## config.mk

```make
export PLATFORM = sky130hd
export DESIGN_NAME = uart_rx
export DESIGN_NICKNAME = d
export VERILOG_FILES = /design/src/rtl/uart_pkg.sv /design/src/rtl/sync_2ff.sv /design/src/rtl/uart_rx.sv
export SDC_FILE = /design/constraint.sdc
export NUM_CORES = 1
export LEC_CHECK = 0
export BUFFER_PORTS_ARGS = -buffer_cell sky130_fd_sc_hd__buf_2
export CORE_MARGIN = 1.5
export CORE_UTILIZATION = 65
export CTS_BUF_LIST = sky130_fd_sc_hd__clkbuf_8
export DETAILED_ROUTE_END_ITERATION = 7
export PLACE_DENSITY = 0.87
export SYNTH_ARGS = -nofsm -noshare
export SYNTH_HDL_FRONTEND = slang
export SYNTH_SLANG_ARGS = --single-unit
```

## constraint.sdc

```tcl
create_clock -name clk -period 4.2 [get_ports clk]
set_input_delay 0.21 -clock clk [delete_from_list [all_inputs] [get_ports clk]]
set_output_delay 0.21 -clock clk [all_outputs]
set_load 0.05 [all_outputs]
```

## src/rtl/uart_pkg.sv

```systemverilog
// Shared UART definitions: receiver FSM states and default oversampling constants.
// Imported by both the receiver and the transmitter.
package uart_pkg;

    typedef enum logic [2:0] {
        IDLE,
        START,
        DATA,
        PARITY,
        STOP
    } uart_rx_state_e;

    localparam int OVERSAMPLE_DEFAULT = 16;
    localparam int MID_SAMPLE         = OVERSAMPLE_DEFAULT/2 - 1;

endpackage

```

## src/rtl/sync_2ff.sv

```systemverilog
// Two-flop synchroniser for a single asynchronous input; reset value is parameterised.
// Latency 2 clk, no backpressure.
module sync_2ff #(
    parameter logic RESET_VAL = 1'b1
) (
    input  logic clk,
    input  logic rst,
    input  logic d_i,
    output logic q_o
);

    logic [1:0] sync_q;

    always_ff @(posedge clk or posedge rst) begin
        if (rst) begin
            sync_q <= {2{RESET_VAL}};
        end else begin
            sync_q <= {sync_q[0], d_i};
        end
    end

    assign q_o = sync_q[1];

endmodule

```

## src/rtl/uart_rx.sv

```systemverilog
// UART receiver: 16x-oversampled, centre-sampled, LSB first, optional parity, one-clk valid pulse.
// Latency ~0.5 bit after stop-bit start (2 clk sync + 1 clk); no backpressure, outputs overwritten.
module uart_rx
    import uart_pkg::*;
#(
    parameter int DATA_BITS  = 8,
    parameter int PARITY_EN  = 0,
    parameter int PARITY_ODD = 0,
    parameter int OVERSAMPLE = OVERSAMPLE_DEFAULT
) (
    input  logic                 clk,
    input  logic                 rst,
    input  logic                 baud_tick_rx,
    input  logic                 rx,
    output logic [DATA_BITS-1:0] rx_data,
    output logic                 rx_valid,
    output logic                 parity_err,
    output logic                 frame_err
);

    localparam int CNT_W = $clog2(OVERSAMPLE);
    localparam int BIT_W = $clog2(DATA_BITS + 1);
    localparam logic [CNT_W-1:0] TICK_MID  = CNT_W'(OVERSAMPLE/2 - 1);
    localparam logic [CNT_W-1:0] TICK_LAST = CNT_W'(OVERSAMPLE - 1);
    localparam logic [BIT_W-1:0] BIT_LAST  = BIT_W'(DATA_BITS - 1);
    localparam logic             ODD       = (PARITY_ODD != 0);
    localparam logic             HAS_PAR   = (PARITY_EN != 0);

    logic                 rx_s;
    uart_rx_state_e       state_q, state_d;
    logic [CNT_W-1:0]     tick_cnt_q, tick_cnt_d;
    logic [BIT_W-1:0]     bit_cnt_q, bit_cnt_d;
    logic [DATA_BITS-1:0] shift_q, shift_d;
    logic                 perr_q, perr_d;
    logic                 rx_prev_q, rx_prev_d;
    logic [DATA_BITS-1:0] rx_data_q, rx_data_d;
    logic                 rx_valid_q, rx_valid_d;
    logic                 parity_err_q, parity_err_d;
    logic                 frame_err_q, frame_err_d;

    sync_2ff #(.RESET_VAL(1'b1)) u_sync (
        .clk (clk),
        .rst (rst),
        .d_i (rx),
        .q_o (rx_s)
    );

    always_ff @(posedge clk or posedge rst) begin
        if (rst) begin
            state_q      <= IDLE;
            tick_cnt_q   <= '0;
            bit_cnt_q    <= '0;
            shift_q      <= '0;
            perr_q       <= 1'b0;
            rx_prev_q    <= 1'b1;
            rx_data_q    <= '0;
            rx_valid_q   <= 1'b0;
            parity_err_q <= 1'b0;
            frame_err_q  <= 1'b0;
        end else begin
            state_q      <= state_d;
            tick_cnt_q   <= tick_cnt_d;
            bit_cnt_q    <= bit_cnt_d;
            shift_q      <= shift_d;
            perr_q       <= perr_d;
            rx_prev_q    <= rx_prev_d;
            rx_data_q    <= rx_data_d;
            rx_valid_q   <= rx_valid_d;
            parity_err_q <= parity_err_d;
            frame_err_q  <= frame_err_d;
        end
    end

    always_comb begin
        state_d      = state_q;
        tick_cnt_d   = tick_cnt_q;
        bit_cnt_d    = bit_cnt_q;
        shift_d      = shift_q;
        perr_d       = perr_q;
        rx_prev_d    = rx_prev_q;
        rx_data_d    = rx_data_q;
        rx_valid_d   = 1'b0;
        parity_err_d = parity_err_q;
        frame_err_d  = frame_err_q;

        if (baud_tick_rx) begin
            unique case (state_q)
                IDLE: begin
                    // Only a high-to-low transition opens a frame, so a held-low line stays quiet.
                    rx_prev_d = rx_s;
                    if (rx_prev_q && !rx_s) begin
                        state_d    = START;
                        tick_cnt_d = '0;
                    end
                end
                START: begin
                    if (tick_cnt_q == TICK_MID) begin
                        tick_cnt_d = '0;
                        bit_cnt_d  = '0;
                        state_d    = rx_s ? IDLE : DATA;
                    end else begin
                        tick_cnt_d = tick_cnt_q + 1'b1;
                    end
                end
                DATA: begin
                    if (tick_cnt_q == TICK_LAST) begin
                        tick_cnt_d = '0;
                        shift_d    = {rx_s, shift_q[DATA_BITS-1:1]};
                        if (bit_cnt_q == BIT_LAST) begin
                            state_d = HAS_PAR ? PARITY : STOP;
                        end else begin
                            bit_cnt_d = bit_cnt_q + 1'b1;
                        end
                    end else begin
                        tick_cnt_d = tick_cnt_q + 1'b1;
                    end
                end
                PARITY: begin
                    if (tick_cnt_q == TICK_LAST) begin
                        tick_cnt_d = '0;
                        perr_d     = (^shift_q) ^ rx_s ^ ODD;
                        state_d    = STOP;
                    end else begin
                        tick_cnt_d = tick_cnt_q + 1'b1;
                    end
                end
                STOP: begin
                    if (tick_cnt_q == TICK_LAST) begin
                        tick_cnt_d   = '0;
                        rx_data_d    = shift_q;
                        parity_err_d = HAS_PAR & perr_q;
                        frame_err_d  = ~rx_s;
                        rx_valid_d   = 1'b1;
                        rx_prev_d    = rx_s;
                        state_d      = IDLE;
                    end else begin
                        tick_cnt_d = tick_cnt_q + 1'b1;
                    end
                end
                default: state_d = IDLE;
            endcase
        end
    end

    assign rx_data    = rx_data_q;
    assign rx_valid   = rx_valid_q;
    assign parity_err = parity_err_q;
    assign frame_err  = frame_err_q;

endmodule
```

Word level (Yosys, flattened, before mapping). Cells that the tools add are included.

Add/subtract/negate cells: 2. Multiply operators: 0. Divide/modulo/power cells: 0. Order comparisons: 0. Eq/ne operators: 14. Shifts and indexed selects: 0. Muxes and demuxes: 21. Bitwise logic cells: 1. Reductions and logical operators: 13.

Operator list (count): two-way mux 4 bit (6); two-way mux 3 bit (6); case mux 3 bit (5 select lines) (1); != test 2 bit, second input constant (7); case mux 4 bit (3 select lines) (1); AND reduction 3 bit (4); adder 4 x 1 -> 4 bit, second input constant (2); equality test 4 x 3 -> 1 bit, second input constant (2); case mux 4 bit (2 select lines) (1); AND reduction 7 bit (1); equality test 3 x 2 -> 1 bit, second input constant (2); AND reduction 5 bit (1); equality test 4 bit, second input constant (1); two-way mux 1 bit (4); nonzero test 2 bit (2); equality test 3 x 1 -> 1 bit, second input constant (1); equality test 3 bit, second input constant (1); zero test 3 bit (1); nonzero test 3 bit (1); OR reduction 3 bit (1); two-way mux 2 bit (1); case mux 1 bit (2 select lines) (1); logical AND 1 bit (1); zero test 1 bit (1); inverter 1 bit (1).

Register bits after elaboration: 32. Latch bits: 0. Memory bits (writable): 0. Bits in read-only memories: 0. Input port bits: 4. Output and inout port bits: 11. Memories: 0.

Longest topological paths before layout.
Word-level depth: 4. Gate-level depth with buffers: 6. Depth with buffers taken out: 5.

By module. From an unflattened synthesis, not the netlist that was laid out.

Cell total of the unflattened synthesis: 123. Area total of the unflattened synthesis: 1549.0 um^2.

By module, submodules not included: uart_rx (instances 1, cells each 120, area each 1492.7 um^2, sequential area each 752.0 um^2); sync_2ff (instances 1, cells each 3, area each 56.3 um^2, sequential area each 52.6 um^2).

Worst setup path after synthesis. Ideal clock, no wire load.

Path type: reg2reg. Start point: reg tick_cnt_q[0]. End point: reg state_q[1]. Arrival time: 1.496 ns. Data required time: 4.075 ns. Slack: 2.579 ns. Cell stages (with the launch flop): 6. Buffers on the path: 0. Cells stage by stage: dfrtp_1 > ha_1 > nand3_1 > and3_1 > nor4b_4 > mux2_2.

Cells in the longest elaborated chain, start to end: 3. Elaborated cells between the ends (all ways): 7.

RTL lines: from (decl) (line uart_rx.sv:31) `logic [CNT_W-1:0] tick_cnt_q, tick_cnt_d;`; from (signal assigned) (line uart_rx.sv:62) `tick_cnt_q <= tick_cnt_d;`; equality test 4 bit or equality test 4 x 3 -> 1 bit (tied branches); != test 2 bit (no line); AND reduction 7 bit (no line) (*); to (signal assigned) (line uart_rx.sv:61) `state_q <= state_d;`; to (decl) (line uart_rx.sv:30) `uart_rx_state_e state_q, state_d;`.

Every way passes the cells marked *; elsewhere a longest branch is shown, timed or not. A chain may end at the register's enable or synchronous reset.

Worst setup path in the final report.
Start point: reg tick_cnt_q[0]. End point: reg rx_data_q[2], in the netlist rx_data[2].

Cells in the longest elaborated chain, start to end: 2.

RTL lines: equality test 4 bit (line uart_rx.sv:128) `if (tick_cnt_q == TICK_LAST) begin`; AND reduction 3 bit (no line); to (signal assigned) (line uart_rx.sv:67) `rx_data_q <= rx_data_d;`; to (decl) (line uart_rx.sv:36) `logic [DATA_BITS-1:0] rx_data_q, rx_data_d;`.

No other way between the ends.

==> summary.md <==
| Metric | Value |
|---|---|
| Worst slack, placed | 2.343 ns |
| Metal-1 WL | 1217 um |
| Starting density of the core | 0.6876 |
| Clock-pin slew on the worst setup and hold paths | 0.06 ns |
| Tightest Pin Transition | 0.5061 ns |
| WL/cell | 16.23 um |
| Post-CTS Hold Buffers | 1 |
| Final setup violation count | 0 |
| Global-route usage over all layers | 0.2430 |
| Post-CTS Resized | 0 |
| Final Max Tran Viols | 0 |
| Netlist Area Pre-Place | 1506 um^2 |
| Met2 WL | 1341 um |
| DR top layer | met4 |
| DP Area | 1583 um^2 |
| Leak Pwr | 0.8841 nW |
| Setup CP Type | register to register |
| Port Buffers | 13 |
| I/O pins | 15 |
| Initial antenna violation count | 0 |
| Status | finished, final reports clean |
| Avg Synthesized Cell Area | 12.88 um^2 |
| DPL Wire Length | 1859 um |
| Final GP Congestion | 0.8486 |
| Final WS setup | 2.359 ns |
| Layout cell share with drive strength beyond 1 | 0.4044 |
| Most frequent cells in the layout | 29 x dfrtp_1, 19 x mux2_2, 13 x buf_2, 7 x clkbuf_8, 6 x nand2_1 |
| WL met3 | 87 um |
| Vias in the first global route | 956 |
| Setup TNS | 0 ns |
| Syn Inst Count | 117 |
| Antenna viol nets, final | 0 |
| Commonest non-fill, non-tap cell in the layout | dfrtp_1 |
| First-pass GRT wire length | 4402 um |
| Clock Latency Late Sink | 0.27 ns |
| Crit path time final | 1.841 ns |
| First drt pass iteration count | 4 |
| Yosys Warn Count | 0 |
| CP Launch Type | register |
| Max cap viols | 0 |
| CTS Buffer Depth | 2 |
| RSZ-0062 raised after global routing | no |
| Full die area | 2615 um^2 |
| H-tree depth | 2 |
| WP data required | 4.36 ns |
| Core Footprint | 2191 um^2 |
| Fin crit share | 0.4383 |
| Register area | 804.5 um^2 |
| Overflow left after global routing | 0 |
| Clock sinks | 32 |
| Pin count of the biggest net entering global routing | 26 |
| Final Net Count | 141 |
| CTS tree | yes |
| # rows | 17 |
| Fill count | 150 |
| Multi-input gate area | 655.6 um^2 |
| Total power | 0.8802 mW |
| Worst Hold Class | primary input to register |
| Clock tree root driver cell | clkbuf_8 |
| Final Skew | 0.002953 ns |
| Layout area overhead | 14.12% |
| Critical path endpoint category | register |
| Final hold violation count | 0 |
| CP arrival | 2.00 ns |
| Seq cells post-synth | 32 |
| Sequential area share after synthesis | 0.5341 |
| DR iter-0 viols | 13 |
| Biggest area consumer among synthesized cells | dfrtp_1 |
| Antenna Cells | 0 |
| Total CTS buffers | 5 |
| Top-area cell type share of the netlist area | 0.4817 |
| DRT Wirelength | 2662 um |
| Distinct cells, synth | 39 |
| DRC viols | 0 |
| Critical Path Fanout Max | 11 |
| Cell Pwr Density | 512.0 nW/um^2 |
| Syn Nets | 123 |
| Relative slew slack | 0.6616 |
| Vias | 969 |
| Chip height | 51.14 um |
| Setup repair bufs after CTS | 0 |
| Die Width | 51.14 um |
| Fmax | 543.3 MHz |
| Routed vias/inst | 5.909 |
| Final instance area | 1719 um^2 |
| Top cells by area, synth | dfrtp_1 48%, mux2_2 14%, dfstp_2 5.2%, o31ai_1 2.0%, ha_1 1.7% |
| VDD IR-drop max | 0.0004048 V |
[worst max-delay path, cell delays in order, from the launching register on]
cell,delay (ns)
dfrtp_1,0.38
ha_1,0.22
and3_2,0.26
nand4_1,0.42
mux2_2,0.44
[metal layers]
metal	vias up	global-route usage
met5	-	0
met4	0	0.1081
met3	2	0.07895
met2	16	0.3723
met1	482	0.3165
li1	469	-
[worst paths after layout]
check,startpoint,endpoint,slack [ns],cells past startpoint
worst min register to register,u_sync.sync_q[0],u_sync.sync_q[1],0.35,0
worst min-delay path,rx,u_sync.sync_q[0],0.03,1
max in group asynchronous,rst,u_sync.sync_q[0],3.11,4
worst max-delay path,tick_cnt_q[0],rx_data[2],2.36,4
min in group asynchronous,rst,tick_cnt_q[3],0.42,3
worst max register to register,tick_cnt_q[0],rx_data[2],2.36,4
[power breakdown]
group / total [mW] / switching, mW / internal (mW)
sequential: 0.393 / 0.0468 / 0.346
clock: 0.313 / 0.104 / 0.209
combinational: 0.174 / 0.0894 / 0.0850
[cells by family after synthesis]
family,synth area share
AO/OA/AOI/OAI,0.1030
XOR/XNOR,0.005815
adder cells (fa/ha/maj),0.01661
buffers and inverters,0.03073
flip-flops,0.5341
multiplexers,0.1553
other,0.002489
AND/OR/NAND/NOR,0.1520
[state kept, by name (all words and copies together), names as in the netlist]
register / cells
rx_prev_q: 1
u_sync.sync_q: 2
bit_cnt_q: 4
shift_q: 8
rx_data: 8
state_q: 3
frame_err: 1
rx_valid: 1
tick_cnt_q: 4
[cell type report]
class	count	share of cell area
clock inverter	1	0.01747
clock buffer	7	0.05604
multi-input combinational	77	0.3814
inverter	4	0.008734
tap	28	0.02038
sequential	32	0.4680
timing repair buffer	15	0.04803
[Yosys cell counts (all sizes together)]
library cell and instances:
nor2b 1, mux2i 2, or2b 1, o21ai 6, or3b 2, buf 3
nor4b 1, nand2b 1, a32oi 1, conb 1, a32o 1, nand3 4
a22oi 1, dfrtp 29, o22ai 1, nand4 2, dfstp 3, mux2 19
xnor2 1, and3 3, a221o 1, ha 2, o41a 1, inv 4
nand3b 2, and3b 1, o211a 2, and2 1, o31ai 4, nor2 4
nor3b 2, clkbuf 1, a21oi 1, nand2 6, or4 2
[stage by stage]
stage          hold WS (ns)  cells  utilization
2_1_floorplan        0.2145    117            -
3_3_place_gp         0.1752    155       0.7224
3_5_place_dp         0.1800    155       0.7224
4_1_cts             0.02037    164       0.7847
5_1_grt             0.01457    164       0.7847
6_report            0.03130    164       0.7847
Note: power is estimated with default switching activity, not from simulation.
